[src/rtl/btn_evt_ctrl.sv]
// Button event controller: per-button press classification (short/long/repeat)
// sampled on a periodic tick, merged onto one valid/ready port by a round-robin arbiter.
module btn_evt_ctrl #(
    parameter int unsigned  BTN_WIDTH    = 8,
    parameter logic         BTN_POL      = 1'b0,
    parameter int unsigned  TICK_CYCLES  = 50000,
    parameter int unsigned  LONG_TICKS   = 1000,
    parameter int unsigned  REPEAT_TICKS = 200,
    localparam int unsigned IDX_W        = (BTN_WIDTH > 1) ? $clog2(BTN_WIDTH) : 1
) (
    input  logic                 clk,
    input  logic                 rst_n,
    input  logic [BTN_WIDTH-1:0] btn_deb,
    output logic                 evt_valid,
    input  logic                 evt_ready,
    output logic [IDX_W-1:0]     evt_idx,
    output logic [1:0]           evt_type,
    output logic                 evt_drop,
    output logic [BTN_WIDTH-1:0] btn_held
);

    localparam int unsigned TCNT_W = $clog2(TICK_CYCLES);
    localparam int unsigned HMAX   = (LONG_TICKS > REPEAT_TICKS) ? LONG_TICKS : REPEAT_TICKS;
    localparam int unsigned HCNT_W = $clog2(HMAX + 1);
    localparam int unsigned CAND_W = IDX_W + 1;

    localparam logic [1:0] EVT_SHORT  = 2'b01;
    localparam logic [1:0] EVT_LONG   = 2'b10;
    localparam logic [1:0] EVT_REPEAT = 2'b11;

    typedef enum logic [1:0] {
        S_IDLE = 2'd0,
        S_HOLD = 2'd1,
        S_LONG = 2'd2
    } state_t;

    logic [BTN_WIDTH-1:0] sync1_q, sync2_q, pressed;
    logic [TCNT_W-1:0]    tcnt_q;
    logic                 tick;

    state_t               state_q   [BTN_WIDTH];
    state_t               state_d   [BTN_WIDTH];
    logic [HCNT_W-1:0]    hcnt_q    [BTN_WIDTH];
    logic [HCNT_W-1:0]    hcnt_d    [BTN_WIDTH];
    logic [1:0]           emit_type [BTN_WIDTH];
    logic [BTN_WIDTH-1:0] emit, held_d;

    logic [BTN_WIDTH-1:0] slot_vld_q;
    logic [1:0]           slot_typ_q [BTN_WIDTH];
    logic [BTN_WIDTH-1:0] gnt_take;
    logic [IDX_W-1:0]     rr_q, rr_d, gnt_idx;
    logic [CAND_W-1:0]    cand;
    logic                 gnt_found, load, drop_d;

    // Two-flop synchronizer; reset to the released level so nothing looks pressed.
    always_ff @(posedge clk or negedge rst_n) begin
        if (!rst_n) begin
            sync1_q <= {BTN_WIDTH{~BTN_POL}};
            sync2_q <= {BTN_WIDTH{~BTN_POL}};
        end else begin
            sync1_q <= btn_deb;
            sync2_q <= sync1_q;
        end
    end

    assign pressed = BTN_POL ? sync2_q : ~sync2_q;
    assign tick    = (tcnt_q == TCNT_W'(TICK_CYCLES - 1));

    always_ff @(posedge clk or negedge rst_n) begin
        if (!rst_n)    tcnt_q <= '0;
        else if (tick) tcnt_q <= '0;
        else           tcnt_q <= tcnt_q + TCNT_W'(1);
    end

    // Per-button state register
    always_ff @(posedge clk or negedge rst_n) begin
        if (!rst_n) begin
            for (int i = 0; i < BTN_WIDTH; i++) begin
                state_q[i] <= S_IDLE;
                hcnt_q[i]  <= '0;
            end
        end else begin
            for (int i = 0; i < BTN_WIDTH; i++) begin
                state_q[i] <= state_d[i];
                hcnt_q[i]  <= hcnt_d[i];
            end
        end
    end

    // Press classification; hcnt saturates so a repeat-disabled hold never wraps
    always_comb begin
        for (int i = 0; i < BTN_WIDTH; i++) begin
            state_d[i]   = state_q[i];
            hcnt_d[i]    = hcnt_q[i];
            emit[i]      = 1'b0;
            emit_type[i] = 2'b00;
            if (tick) begin
                unique case (state_q[i])
                    S_IDLE: begin
                        if (pressed[i]) begin
                            state_d[i] = S_HOLD;
                            hcnt_d[i]  = HCNT_W'(1);
                        end
                    end
                    S_HOLD: begin
                        if (!pressed[i]) begin
                            state_d[i]   = S_IDLE;
                            hcnt_d[i]    = '0;
                            emit[i]      = 1'b1;
                            emit_type[i] = EVT_SHORT;
                        end else if (hcnt_q[i] == HCNT_W'(LONG_TICKS - 1)) begin
                            state_d[i]   = S_LONG;
                            hcnt_d[i]    = '0;
                            emit[i]      = 1'b1;
                            emit_type[i] = EVT_LONG;
                        end else if (hcnt_q[i] != '1) begin
                            hcnt_d[i] = hcnt_q[i] + HCNT_W'(1);
                        end
                    end
                    S_LONG: begin
                        if (!pressed[i]) begin
                            state_d[i] = S_IDLE;
                            hcnt_d[i]  = '0;
                        end else if ((REPEAT_TICKS != 0) &&
                                     (hcnt_q[i] == HCNT_W'(REPEAT_TICKS - 1))) begin
                            hcnt_d[i]    = '0;
                            emit[i]      = 1'b1;
                            emit_type[i] = EVT_REPEAT;
                        end else if (hcnt_q[i] != '1) begin
                            hcnt_d[i] = hcnt_q[i] + HCNT_W'(1);
                        end
                    end
                    default: begin
                        state_d[i] = S_IDLE;
                        hcnt_d[i]  = '0;
                    end
                endcase
            end
            held_d[i] = (state_d[i] != S_IDLE);
        end
    end

    // Round-robin search starting at rr_q
    always_comb begin
        gnt_found = 1'b0;
        gnt_idx   = '0;
        cand      = '0;
        for (int unsigned k = 0; k < BTN_WIDTH; k++) begin
            cand = CAND_W'(rr_q) + CAND_W'(k);
            if (cand >= CAND_W'(BTN_WIDTH)) cand = cand - CAND_W'(BTN_WIDTH);
            if (!gnt_found && slot_vld_q[cand[IDX_W-1:0]]) begin
                gnt_found = 1'b1;
                gnt_idx   = cand[IDX_W-1:0];
            end
        end
    end

    assign load = !evt_valid || evt_ready;
    assign rr_d = (gnt_idx == IDX_W'(BTN_WIDTH - 1)) ? '0 : gnt_idx + IDX_W'(1);

    always_comb begin
        for (int i = 0; i < BTN_WIDTH; i++) begin
            gnt_take[i] = load && gnt_found && (gnt_idx == IDX_W'(i));
        end
        drop_d = |(emit & slot_vld_q & ~gnt_take);
    end

    // A new event wins over a same-cycle grant, so the slot stays full
    always_ff @(posedge clk or negedge rst_n) begin
        if (!rst_n) begin
            slot_vld_q <= '0;
            for (int i = 0; i < BTN_WIDTH; i++) slot_typ_q[i] <= 2'b00;
        end else begin
            for (int i = 0; i < BTN_WIDTH; i++) begin
                if (emit[i]) begin
                    slot_vld_q[i] <= 1'b1;
                    slot_typ_q[i] <= emit_type[i];
                end else if (gnt_take[i]) begin
                    slot_vld_q[i] <= 1'b0;
                end
            end
        end
    end

    always_ff @(posedge clk or negedge rst_n) begin
        if (!rst_n) begin
            evt_valid <= 1'b0;
            evt_idx   <= '0;
            evt_type  <= 2'b00;
            evt_drop  <= 1'b0;
            btn_held  <= '0;
            rr_q      <= '0;
        end else begin
            evt_drop <= drop_d;
            btn_held <= held_d;
            if (load) begin
                if (gnt_found) begin
                    evt_valid <= 1'b1;
                    evt_idx   <= gnt_idx;
                    evt_type  <= slot_typ_q[gnt_idx];
                    rr_q      <= rr_d;
                end else begin
                    evt_valid <= 1'b0;
                end
            end
        end
    end

endmodule
[config.mk]
export PLATFORM = sky130hd
export DESIGN_NAME = btn_evt_ctrl
export DESIGN_NICKNAME = d
export VERILOG_FILES = /design/src/rtl/btn_evt_ctrl.sv
export SDC_FILE = /design/constraint.sdc
export NUM_CORES = 1
export LEC_CHECK = 0
export CORE_AREA = 5 5 150 152
export DETAILED_ROUTE_END_ITERATION = 12
export DIE_AREA = 0 0 155 157
export PLACE_DENSITY_LB_ADDON = 0.05
export SLEW_MARGIN = 20
export SYNTH_ARGS = -nofsm -noshare
export SYNTH_HDL_FRONTEND = slang
export SYNTH_SLANG_ARGS = --single-unit
[constraint.sdc]
create_clock -name clk -period 5.3 [get_ports clk]
set_input_delay 0.53 -clock clk [delete_from_list [all_inputs] [get_ports clk]]
set_output_delay 0.53 -clock clk [all_outputs]
set_load 0.02 [all_outputs]
### Yosys cells after proc, flatten, opt, wreduce, memory -nomap -nowiden

Cells that the tools add are included.

| cells by class | value |
|---|---|
| add/subtract/negate cells | 25 |
| equality and inequality tests | 56 |
| magnitude comparators | 17 |
| muxes and demuxes | 262 |
| reductions and logical operators | 60 |
| bitwise logic cells | 5 |

Operator list:

| cell | number |
|---|---|
| two-way mux 10 bit | 48 |
| case mux 10 bit (3 select lines) | 8 |
| two-way mux 2 bit | 82 |
| adder 10 x 1 -> 10 bit (second input constant) | 8 |
| == test 10 bit (second input constant) | 8 |
| == test 10 x 8 -> 1 bit (second input constant) | 8 |
| != test 10 bit (second input constant) | 8 |
| two-way mux 1 bit | 73 |
| two-way mux 3 bit | 17 |
| case mux 2 bit (3 select lines) | 8 |
| >= comparator 4 bit (second input constant) | 8 |
| less-than comparator 3 x 4 -> 1 bit (second input constant) | 8 |
| case mux 2 bit (2 select lines) | 8 |
| nonzero test 2 bit | 16 |
| binary-select mux 1 bit (select 3 bit) | 8 |
| subtractor 3 x 1 -> 3 bit (second input constant) | 8 |
| AND reduction 2 bit | 9 |
| adder 16 x 1 -> 16 bit (second input constant) | 1 |
| adder 3 x 3 -> 4 bit (second input constant) | 4 |
| AND 8 bit | 2 |
| == test 16 bit (second input constant) | 1 |
| == test 2 x 1 -> 1 bit (second input constant) | 8 |
| == test 2 bit (second input constant) | 8 |
| logical AND 1 bit | 16 |
| 18 further kinds | 52 |

| word-level totals | value |
|---|---|
| register bits after elaboration | 170 |
| bits of input ports | 11 |
| word-level logic and storage cells | 466 |
| output and inout bits | 15 |

### Logic depth before layout (Yosys ltp)

Gate-level depths: netlist of run 1.

| logic depth | value |
|---|---|
| depth after elaboration | 31 |
| gate-level depth with buffers | 16 |
| mapped depth without buffers | 11 |

### Least setup slack after synthesis of run 1

OpenSTA, ideal clock, no wires.

| timing | value |
|---|---|
| path type | register to register |
| start | register rr_q[0] |
| end | register evt_drop |
| clock period less this slack | 4.457 ns |
| data required time | 5.163 ns |
| path slack | 0.843 ns |
| library setup time | 0.137 ns |
| cell stages (with the launch flop) | 16 |
| path buffers | 4 |
| data arrival time | 4.319 ns |
| cells stage by stage | dfrtp_1 > buf_6 > buf_2 > clkbuf_1 > inv_1 > ha_1 > clkbuf_1 > mux4_2 > mux2i_1 > nor2b_1 > or4b_4 > o32a_1 > or2_1 > o41ai_2 > a2bb2oi_2 > o2111ai_1 |

| between the ends | value |
|---|---|
| longest elaborated chain between the ends | 31 |
| elaborated cells on any way between the ends | 97 |
| classes of those cells | 15 x add/sub; 8 x order compare; 7 x eq/ne; 40 x mux; 2 x bitwise; 25 x reduce/logical |

RTL lines:

| what | line | source |
|---|---|---|
| from (decl) | 51 | `logic [IDX_W-1:0] rr_q, rr_d, gnt_idx;` |
| from (signal assigned) | 201 | `rr_q <= rr_d;` |
| branches (longest 28 deep; another with adder 3 x 1 -> 4 bit) | - |  |
| NOT 8 bit * | 165 | `drop_d = \|(emit & slot_vld_q & ~gnt_take);` |
| AND 8 bit * | 165 |  |
| OR reduction 8 bit * | 165 |  |
| net drop_d | 53 | `logic gnt_found, load, drop_d;` |
| to (signal assigned) | 194 | `evt_drop <= drop_d;` |
| to (decl) | 18 | `output logic evt_drop,` |

Mark *: on every way through the listed nets, which the timed path passes. The select of a mux whose other input is x is not followed.
A chain may end at the register's enable or synchronous reset.

### Final worst setup path of run 1

| timing | value |
|---|---|
| start | register rr_q[1] |
| end | register evt_type[1] |

| between the ends | value |
|---|---|
| longest elaborated chain between the ends | 30 |
| elaborated cells on any way between the ends | 82 |
| classes of those cells | 15 x add/sub; 8 x order compare; 43 x mux; 1 x bitwise; 15 x reduce/logical |

RTL lines:

| what | line | source |
|---|---|---|
| branches (longest 30 deep; another with adder 3 x 1 -> 4 bit) | - |  |
| to (signal assigned) | 200 | `evt_type <= slot_typ_q[gnt_idx];` |
| to (decl) | 17 | `output logic [1:0] evt_type,` |

Parallel ways; which one is timed is not known. The select of a mux whose other input is x is not followed.

==> results of run 1 <==
## cells by family after synthesis
family / after synthesis / synth area share (%)
compound gates: 333 / 20.01
xor+xnor: 29 / 2.480
fa+ha+maj: 43 / 5.254
buf+inv: 79 / 3.055
flops: 170 / 41.74
mux: 44 / 5.914
simple gates: 454 / 21.54
## cells in the mapped netlist, drive strengths merged, types with 16 or more instances
cell type / number / area [µm²]
a21oi: 105 / 525.5
a31oi: 23 / 143.9
dfstp: 16 / 420.4
xor2: 18 / 157.7
nand2: 153 / 576.8
o21ai: 92 / 460.4
clkbuf: 30 / 112.6
ha: 43 / 538.0
nand3: 59 / 295.3
nor2: 91 / 344.1
mux2i: 17 / 170.2
o31ai: 16 / 120.1
and3: 27 / 168.9
inv: 41 / 153.9
mux2: 16 / 180.2
dfrtp: 154 / 3854
## cell usage in the layout, fill, tap and decap left out, drive strengths merged, types with 8 or more instances in the layout
| cell type | n |
|---|---|
| buf | 13 |
| nor2b | 12 |
| o21ai | 92 |
| nand4 | 15 |
| clkdlybuf4s50 | 24 |
| o22ai | 15 |
| or4 | 8 |
| xor2 | 18 |
| dfrtp | 154 |
| nand3 | 59 |
| a21oi | 105 |
| mux2 | 16 |
| mux4 | 11 |
| nor2 | 91 |
| xnor2 | 11 |
| clkbuf | 20 |
| nand2b | 12 |
| nor3 | 12 |
| o41ai | 8 |
| and3 | 27 |
| o31ai | 16 |
| or2 | 14 |
| a31oi | 23 |
| mux2i | 17 |
| ha | 43 |
| and2 | 15 |
| dfstp | 16 |
| inv | 49 |
| nand2 | 153 |
## final cells by class
cell class,instances,area (µm²)
Fill cell,1971,9549
Multi-Input combinational cell,903,5660
Sequential cell,170,4274
Clock buffer,20,436.7
Tap cell,275,344.1
Timing Repair Buffer,37,341.6
Inverter,41,153.9
Clock inverter,12,128.9
## layer usage
metal	up-vias	routed length [µm]	global-route usage, %
met4	0	274	4.247
met3	22	746	3.492
met1	4071	11270	26.90
met5	-	0	0
li1	4236	-	-
met2	121	10790	31.81
## path summary, 6_finish.rpt
| kind | from | end | slack [ps] |
|---|---|---|---|
| max in group asynchronous | rst_n | sync1_q[0] | 4010 |
| min in group clk | sync1_q[1] | sync2_q[1] | 360 |
| worst max-delay path | rr_q[1] | evt_type[1] | 880 |
| worst min register to register | sync1_q[1] | sync2_q[1] | 360 |
| worst max register to register | rr_q[1] | evt_type[1] | 880 |
| worst min-delay path | rst_n | hcnt_q[67] | 150 |
## worst max-delay path, stage by stage (launching register included)
cell,delay [ps]
dfrtp_1,590
inv_1,270
ha_1,430
mux4_2,560
mux2i_1,320
nor2b_1,230
or4b_4,510
o221ai_1,240
o311ai_2,340
buf_4,290
mux2_2,270
o22ai_1,170
o31ai_1,90
## power by group through the flow
stage | Clock, W | Sequential, W | Combinational (W)
3_3_place_gp | 0 | 0.00144 | 0.00104
3_5_place_dp | 0 | 0.00144 | 0.00105
6_report | 0.00121 | 0.00142 | 0.00105
2_1_floorplan | 0 | 0.00141 | 0.000804
4_1_cts | 0.00125 | 0.00141 | 0.00105
5_1_grt | 0.00131 | 0.00142 | 0.00116
## metrics by stage
stage | hold slack (ps) | setup slack [ps] | cell area (µm²) | utilization, %
floorplan | 234.4 | 843.4 | 10240 | -
global placement | 345.3 | 1001 | 10770 | 51.58
detailed placement | 346.8 | 931.9 | 10770 | 51.58
CTS | 224.5 | 902.6 | 11340 | 54.29
global route | 236.0 | 553.3 | 11340 | 54.29
finish | 146.6 | 884.9 | 11340 | 54.29
## flip-flops by register name, indices dropped and copies added (netlist names)
name        flops
evt_drop        1
evt_idx         3
sync2_q         8
btn_held        8
evt_valid       1
slot_typ_q     16
sync1_q         8
rr_q            3
state_q        16
hcnt_q         80
tcnt_q         16
evt_type        2
slot_vld_q      8
==> implementation parameters, run 1 <==
Parameter                              Value

Synth
  Synthesized area    10,240 µm²
  Synthesized area per cell    8.889 µm²
  Number of different library cells in the post-synthesis netlist    72
  Post-Synthesis Cells    1,152
  Yosys warning count    0
  Mapped Nets    1,206
  EDFF count, synth    0
  Post-synthesis sequential area ratio    41.74%
  Primary FF master, synth    dfrtp_1
  Flip-flop and latch count after synthesis    170
  Async S/R FF share, synth    100.0%

CTS
  Clock Sink Count    170
  Number of post-CTS setup repair buffers    0
  Count of H-tree levels built during CTS    4
  Clock transition at path regs    70 ps
  Post-cts resize count    0
  Clock insertion delay at the later pin of the skew report    430 ps
  Clk Tree Root Cell    clkbuf_16
  TritonCTS clock tree    done
  Cts-stage hold buffer count    0
  Clock tree buffer depth    2
  Number of CTS-inserted buffers    17

Floorplanning
  Io pins    26
  Die Ht    157 µm
  Number of rows in the core area    53
  Die Width    155 µm
  Placeable core region    20,890 µm²
  Initial standard-cell utilization of the core    49.02%
  Die ar.    24,340 µm²

Job
  Number of violations of the max-capacitance limit    0

Pwr
  Portion of total power attributed to the clock network    33.0%
  IR drop worst, VDD    218.3 µV
  Share of total power consumed by net switching    33.55%
  Flop pwr share    38.5%
  Switching component of the power    0.001235 W
  Combinational group share of total power    28.6%
  P_leak    4.814 nW
  Pwr dens    324.5 nW/µm²
  Cell internal power dissipation    0.002445 W
  Total design power    0.003680 W

Drt
  WL per Instance    15.83 µm
  DR iter-0 viols    502
  Via count normalized by instance count    5.796
  Total length of routed wires    23.08 mm
  # DRC    0
  Remaining antenna violation count after routing    0
  Routed vias    8,450
  First-pass iteration count of the detailed router    5

Timing
  Crit path time final    4415 ps
  Top achievable clock speed    0.2265 GHz
  Final max-slew violation count    0
  Worst relative slew slack    36.77%
  Transition time at the pin with the least slew margin    948.5 ps
  Crit share post-route    83.30%
  Final-layout setup total negative slack    0 ps
  Final setup violation count    0
  Hold Vio Cnt, Final    0
  Unrepaired setup endpoints after global routing    false
  Worst-case clock skew    11.91 ps

Critical path
  Type of element launching the critical path    flop
  Crit Path Category    flop to flop
  Worst path required time    5610 ps
  Depth of the worst register-to-register path    12
  Crit-path max FO    13
  Endpoint class of the critical path    flop
  Crit path DAT    4730 ps

Finish
  Area growth from synthesis to final layout    10.74%
  ANT cells    0
  Nets@finish    1,224
  Number of cells in the finished layout apart from fillers    1,458
  Layout cells sized above 1    8.876%

Place
  Number of buffers added on ports    25
  Placed Cells incl. Taps    1,426
  Weighted congestion reported at the end of routability-driven placement    0.8971
  Detailed-placement wirelength estimate    16.58 mm

GRT
  Number of antenna violations at the first check in global routing    0
  GRT overflow    0
  Number of global-route vias before repair    7,987
  Global-route wire length before repair    39.32 mm
  All-layer global routing usage    19.33%
  Largest net degree at the start of global routing    95

Run status
  Status    complete, no violations

Min path
  Worst min path class    input pin to async pin
(Power assumes the default switching activity.)
==> inputs of run 2 (changes only) <==
- clock period: 5.3 -> 4.5 ns (I/O delays scaled with it)
==> implementation parameters, run 2 (synthesis gave the netlist of run 1 again) <==
Parameter                              Value

Run status
  Status    complete, no violations (unchanged)

Timing
  Crit path time final    4126 ps (was 4415 ps)
  Top achievable clock speed    0.2423 GHz (was 0.2265 GHz)
  Unrepaired setup endpoints after global routing    false (unchanged)
  Final max-slew violation count    0 (unchanged)
  Worst relative slew slack    33.42% (was 36.77%)
  Final-layout setup total negative slack    0 ps (unchanged)
  Hold Vio Cnt, Final    0 (unchanged)
  Worst-case clock skew    11.22 ps (was 11.91 ps)
  Crit share post-route    91.70% (was 83.30%)
  Transition time at the pin with the least slew margin    998.7 ps (was 948.5 ps)
  Final setup violation count    0 (unchanged)

Critical path
  Number of buffers and inverters on the critical path    2 (unchanged)
  Longest individual stage delay on the worst path    580 ps (was 590 ps)
  Category of cells accounting for the largest share of critical-path delay    compound AO/OA/AOI/OAI gates (was multiplexers)
  Crit-path max FO    14 (was 13)
  Slowest stage cell, crit path    or4b_4 (was dfrtp_1)
  Worst reg2reg path startpoint    rr_q[0] (was rr_q[1])
  Crit path DAT    4430 ps (was 4730 ps)
  Cells traversed along the worst timing path    buf_4 -> ha_1 -> mux4_2 -> o32a_1 -> or4b_4 -> o221ai_1 -> o311ai_2 -> buf_4 -> mux2_2 -> o22ai_1 -> o31ai_1 (was inv_1 -> ha_1 -> mux4_2 -> mux2i_1 -> nor2b_1 -> or4b_4 -> o221ai_1 -> o311ai_2 -> buf_4 -> mux2_2 -> o22ai_1 -> o31ai_1)
  Crit Path Category    flop to flop (unchanged)
  Type of element launching the critical path    flop (unchanged)
  CP most frequent cell    buf_4
  Endpoint class of the critical path    flop (unchanged)
  Startpoint of the most critical setup path    rr_q[0] (was rr_q[1])
  Worst path required time    4800 ps (was 5610 ps)

GRT
  Global-route wire length before repair    40.15 mm (was 39.32 mm)
  Number of global-route vias before repair    8,027 (was 7,987)
  Number of antenna violations at the first check in global routing    0 (unchanged)
  All-layer global routing usage    19.89% (was 19.33%)
  Largest net degree at the start of global routing    82 (was 95)
  GRT overflow    0 (unchanged)

CTS
  Clock insertion delay at the later pin of the skew report    430 ps (about the same)
  Number of CTS-inserted buffers    17 (unchanged)
  TritonCTS clock tree    done (unchanged)
  Clock transition at path regs    70 ps (about the same)
  Number of post-CTS setup repair buffers    0 (unchanged)
  Cts-stage hold buffer count    0 (unchanged)
  Clock Sink Count    170 (unchanged)
  Clock tree buffer depth    2 (unchanged)
  Clk Tree Root Cell    clkbuf_16 (unchanged)
  Count of H-tree levels built during CTS    4 (unchanged)
  Post-cts resize count    0 (unchanged)

Min path
  Worst min path class    input pin to async pin (unchanged)

Drt
  WL per Instance    15.65 µm (was 15.83 µm)
  Routed vias    8,465 (was 8,450)
  Total length of routed wires    22.92 mm (was 23.08 mm)
  DR iter-0 viols    516 (was 502)
  Remaining antenna violation count after routing    0 (unchanged)
  Via count normalized by instance count    5.782 (was 5.796)
  First-pass iteration count of the detailed router    5 (unchanged)
  # DRC    0 (unchanged)

Floorplanning
  Number of rows in the core area    53 (unchanged)
  Die Width    155 µm (unchanged)
  Die Ht    157 µm (unchanged)
  Initial standard-cell utilization of the core    49.02% (unchanged)
  Die ar.    24,340 µm² (unchanged)
  Io pins    26 (unchanged)
  Placeable core region    20,890 µm² (unchanged)

Job
  Number of violations of the max-capacitance limit    0 (unchanged)

Place
  Detailed-placement wirelength estimate    16.64 mm (was 16.58 mm)
  Weighted congestion reported at the end of routability-driven placement    0.9060 (was 0.8971)
  Placed standard-cell area    10,820 µm² (was 10,770 µm²)
  Placed Cells incl. Taps    1,432 (was 1,426)
  Number of buffers added on ports    25 (unchanged)

Finish
  Leading cell type in the layout, fill and taps excluded    dfrtp_1 (unchanged)
  Nets@finish    1,230 (was 1,224)
  Area growth from synthesis to final layout    11.34% (was 10.74%)
  Number of flip-flops under the largest register name    80 (unchanged)
  Design Area, Final    11,400 µm² (was 11,340 µm²)
  Register containing the most flip-flops in the final layout    hcnt_q (unchanged)
  Number of cells in the finished layout apart from fillers    1,464 (was 1,458)
  Commonest non-fill, non-tap cells in the layout    154 x dfrtp_1, 152 x nand2_1, 105 x a21oi_1, 92 x o21ai_0, 90 x nor2_1 (unchanged)
  Layout cells sized above 1    9.588% (was 8.876%)
  ANT cells    0 (unchanged)

Pwr
  Pwr dens    385.0 nW/µm² (was 324.5 nW/µm²)
  P_leak    4.861 nW (was 4.814 nW)
  IR drop worst, VDD    276.9 µV (was 218.3 µV)
## run 2: cell types whose count changed in the layout (fill, tap and decap cells not counted), sizes merged
cell and change:
buf +6, clkinv +4, clkbuf -3, clkinvlp -1
## run 2: layout make-up
type                            count  area (µm²)
Clock inverter                     15       156.4
Fill cell                        1900        9488
Sequential cell                   170        4274
Timing Repair Buffer               43       386.6
Tap cell                          275       344.1
Inverter                           41       153.9
Multi-Input combinational cell    903        5660
Clock buffer                       17       425.4
## run 2: worst register-to-register path, cell delays in order (launching register included)
cell and delay (ps):
dfrtp_1 440, buf_4 270, ha_1 360, mux4_2 550
o32a_1 410, or4b_4 580, o221ai_1 240, o311ai_2 310
buf_4 280, mux2_2 280, o22ai_1 190, o31ai_1 90
## run 2: stage by stage
step | utilization, % | total power, W | hold slack, ps | setup WS [ps]
after floorplan | - | 0.002613 | 154.4 | 43.41
after global placement | 51.79 | 0.002945 | 345.4 | 454.0
after detailed placement | 51.79 | 0.002952 | 346.9 | 401.8
after CTS | 54.58 | 0.004444 | 91.60 | 384.3
after global routing | 54.58 | 0.004636 | 136.0 | 121.7
final | 54.58 | 0.004389 | 58.36 | 373.5
## run 2: routing by layer
layer | up-vias | GRT usage, % | part of all wire [%]
met5 | - | 0 | 0
met4 | 0 | 4.079 | 0.72
met3 | 12 | 3.382 | 3.7
met2 | 145 | 31.52 | 47
met1 | 4043 | 28.99 | 49
li1 | 4265 | - | -
## run 2: report_power, final
group / internal, W / switching (W) / total (W)
Combinational: 0.000527 / 0.000743 / 0.00127
Sequential: 0.00159 / 0.0000703 / 0.00166
Clock: 0.000787 / 0.000676 / 0.00146
## run 2: worst paths after layout
check / endpoint / slack [ps] / cells past startpoint
min: hcnt_q[68] / 60 / 1
max: evt_type[0] / 370 / 11
max reg2reg: evt_type[0] / 370 / 11
min reg2reg: sync2_q[2] / 360 / 0
max in group asynchronous: slot_typ_q[1] / 3480 / 2
min in group clk: sync2_q[2] / 360 / 0
==> inputs of run 3 (changes only) <==
- ABC_AREA: not set -> 1
- CORE_AREA: 5 5 150 152 -> 5 5 152 154
- DIE_AREA: 0 0 155 157 -> 0 0 157 159
==> implementation parameters, run 3 <==
Parameter                              Value

Timing
  Setup WS post-layout    1206 ps (was 373.5 ps)
  Transition time at the pin with the least slew margin    933.7 ps (was 998.7 ps)
  Crit path time final    3294 ps (was 4126 ps)
  Final setup violation count    0 (unchanged)
  Crit share post-route    73.19% (was 91.70%)
  Worst-case clock skew    14.85 ps (was 11.22 ps)
  Hold Vio Cnt, Final    0 (unchanged)
  Final max-slew violation count    0 (unchanged)
  Final-layout setup total negative slack    0 ps (unchanged)
  Top achievable clock speed    0.3036 GHz (was 0.2423 GHz)
  Unrepaired setup endpoints after global routing    false (unchanged)
  Worst relative slew slack    37.75% (was 33.42%)

Place
  Placed Cells incl. Taps    1,727 (was 1,432)
  Detailed-placement wirelength estimate    17.59 mm (was 16.64 mm)
  Number of buffers added on ports    25 (unchanged)
  Placed standard-cell area    11,200 µm² (was 10,820 µm²)
  Worst setup slack after placement    1238 ps (was 401.8 ps)
  Weighted congestion reported at the end of routability-driven placement    0.8755 (was 0.9060)

GRT
  Number of antenna violations at the first check in global routing    0 (unchanged)
  Number of global-route vias before repair    8,760 (was 8,027)
  GRT overflow    0 (unchanged)
  All-layer global routing usage    19.80% (was 19.89%)
  Global-route wire length before repair    41.40 mm (was 40.15 mm)
  Largest net degree at the start of global routing    101 (was 82)

Floorplanning
  Die Width    157 µm (was 155 µm)
  Placeable core region    21,550 µm² (was 20,890 µm²)
  Die ar.    24,960 µm² (was 24,340 µm²)
  Die Ht    159 µm (was 157 µm)
  Number of rows in the core area    54 (was 53)
  Io pins    26 (unchanged)
  Initial standard-cell utilization of the core    49.31% (was 49.02%)

CTS
  Clock tree buffer depth    2 (unchanged)
  Clk Tree Root Cell    clkbuf_16 (unchanged)
  Clock insertion delay at the later pin of the skew report    430 ps (about the same)
  Clock transition at path regs    70 ps (about the same)
  Number of CTS-inserted buffers    17 (unchanged)
  Post-cts resize count    0 (unchanged)
  Clock Sink Count    170 (unchanged)
  TritonCTS clock tree    done (unchanged)
  Count of H-tree levels built during CTS    4 (unchanged)
  Cts-stage hold buffer count    0 (unchanged)
  Number of post-CTS setup repair buffers    0 (unchanged)

Drt
  Routed vias    9,230 (was 8,465)
  Remaining antenna violation count after routing    0 (unchanged)
  Total length of routed wires    23.70 mm (was 22.92 mm)
  First-pass iteration count of the detailed router    5 (unchanged)
  DR iter-0 viols    609 (was 516)
  WL per Instance    13.47 µm (was 15.65 µm)
  Via count normalized by instance count    5.247 (was 5.782)
  # DRC    0 (unchanged)

Finish
  Number of flip-flops under the largest register name    80 (unchanged)
  Number of fill cells in the layout    2,054 (was 1,900)
  Number of cells in the finished layout apart from fillers    1,759 (was 1,464)
  Register containing the most flip-flops in the final layout    hcnt_q (unchanged)
  Layout cells sized above 1    7.573% (was 9.588%)
  Area growth from synthesis to final layout    10.72% (was 11.34%)
  Nets@finish    1,520 (was 1,230)
  Leading cell type in the layout, fill and taps excluded    nand2_1 (was dfrtp_1)
  Footprint of the multi-input gates    5309 µm² (was 5660 µm²)
  Commonest non-fill, non-tap cells in the layout    258 x nand2_1, 248 x inv_1, 154 x dfrtp_1, 147 x nor2_1, 116 x o21ai_0 (was 154 x dfrtp_1, 152 x nand2_1, 105 x a21oi_1, 92 x o21ai_0, 90 x nor2_1)
  Area taken by flip-flops and latches    4274 µm² (unchanged)
  Design Area, Final    11,770 µm² (was 11,400 µm²)
  ANT cells    0 (unchanged)

Synth
  Post-Synthesis Cells    1,426 (was 1,152)
  Flip-flop and latch count after synthesis    170 (unchanged)
  Leading cell types by count after synthesis    258 x nand2_1, 248 x inv_1, 154 x dfrtp_1 (was 154 x dfrtp_1, 152 x nand2_1, 105 x a21oi_1)
  Post-synthesis sequential area ratio    40.21% (was 41.74%)
  Share of Yosys cell area claimed by the top area cell type    36.26% (was 37.63%)
  Most frequently used cell type in the post-synthesis netlist    nand2_1 (was dfrtp_1)
  Main area contributors after synthesis    dfrtp_1 36%, nand2_1 9.1%, inv_1 8.8% (was dfrtp_1 38%, nand2_1 5.6%, ha_1 5.3%)
  Yosys warning count    0 (unchanged)
  Library cell occupying the most area in the post-synthesis netlist    dfrtp_1 (unchanged)
  Synthesized area    10,630 µm² (was 10,240 µm²)
  Mapped Nets    1,480 (was 1,206)
  Synthesized area per cell    7.454 µm² (was 8.889 µm²)
  Primary FF master, synth    dfrtp_1 (unchanged)
  Async S/R FF share, synth    100.0% (unchanged)
  EDFF count, synth    0 (unchanged)
  Number of different library cells in the post-synthesis netlist    51 (was 72)

Critical path
  Setup slack of the most critical reg-to-reg path    1210 ps (was 370 ps)
  Worst path required time    4860 ps (was 4800 ps)
  Crit path DAT    3660 ps (was 4430 ps)
  Crit Path Category    flop to flop (unchanged)
  Type of element launching the critical path    flop (unchanged)
  Endpoint class of the critical path    flop (unchanged)
  Crit-path max FO    12 (was 14)

Pwr
  P_leak    5.415 nW (was 4.861 nW)
  IR drop worst, VDD    428.3 µV (was 276.9 µV)
  Pwr dens    456.4 nW/µm² (was 385.0 nW/µm²)
  Total design power    0.005371 W (was 0.004389 W)

Run status
  Status    complete, no violations (unchanged)

Job
  Number of violations of the max-capacitance limit    0 (unchanged)

Min path
  Worst min path class    input pin to async pin (unchanged)
[run 3: metal layers]
metal	track usage, %	vias to the layer above	routed length (µm)
li1	-	4797	-
met1	29.36	4235	12090
met2	30.52	179	10540
met3	2.854	19	810
met4	5.010	0	262
met5	0	-	0
[run 3: logic make-up (layout without fill, tap and decap cells)]
kind of cell               Yosys count  after routing  share of synthesized area, %
and+or+nand+nor                    677            677                         30.31
buffers and inverters              267            320                         9.841
AOI/OAI and AO/OA                  259            259                         13.75
DFF                                170            170                         40.21
adders and majority gates           43             43                         5.062
xor gates and xnor gates            10             10                        0.8241
[run 3: cell type report]
cell class                 instances  area share [%]
clock inverter                    11          0.7336
clock buffer                      21           4.082
tap                              280           2.977
multi-input combinational        989           45.11
timing repair buffer              30           2.456
sequential                       170           36.32
inverter                         258           8.324
[run 3: path summary, 6_finish.rpt]
| path | startpoint | endpoint | depth (start not counted) |
|---|---|---|---|
| worst max register to register | rr_q[1] | evt_drop | 17 |
| worst min-delay path | rst_n | hcnt_q[31] | 1 |
| max in group asynchronous | rst_n | sync1_q[0] | 2 |
| worst min register to register | sync1_q[5] | sync2_q[5] | 0 |
| min in group clk | sync1_q[5] | sync2_q[5] | 0 |
| worst max-delay path | rr_q[1] | evt_drop | 17 |
[run 3: critical path, cell delays in order (launching register included)]
cell	delay, ps
dfrtp_1	600
clkinv_2	270
ha_1	480
inv_2	180
nand3_2	120
nand2_2	80
nor2_1	40
a31oi_1	250
inv_2	130
nor2_8	180
nand3_1	80
nand2_1	340
nor2_4	130
nand2_1	110
nand3_1	80
nand2_1	70
nor2_1	40
nand2_1	50
[run 3: stage by stage]
stage,util [%],hold slack [ps]
floorplan,-,154.4
global placement,51.97,346.1
detailed placement,51.97,346.8
CTS,54.60,165.0
global route,54.60,207.6
finish,54.60,100.1
[run 3: power by group]
group          total [W]  switching, W  internal [W]  leakage, nW
Clock            0.00142      0.000643      0.000775        0.276
Sequential       0.00170     0.0000983       0.00160         2.29
Combinational    0.00226       0.00157      0.000681         2.85
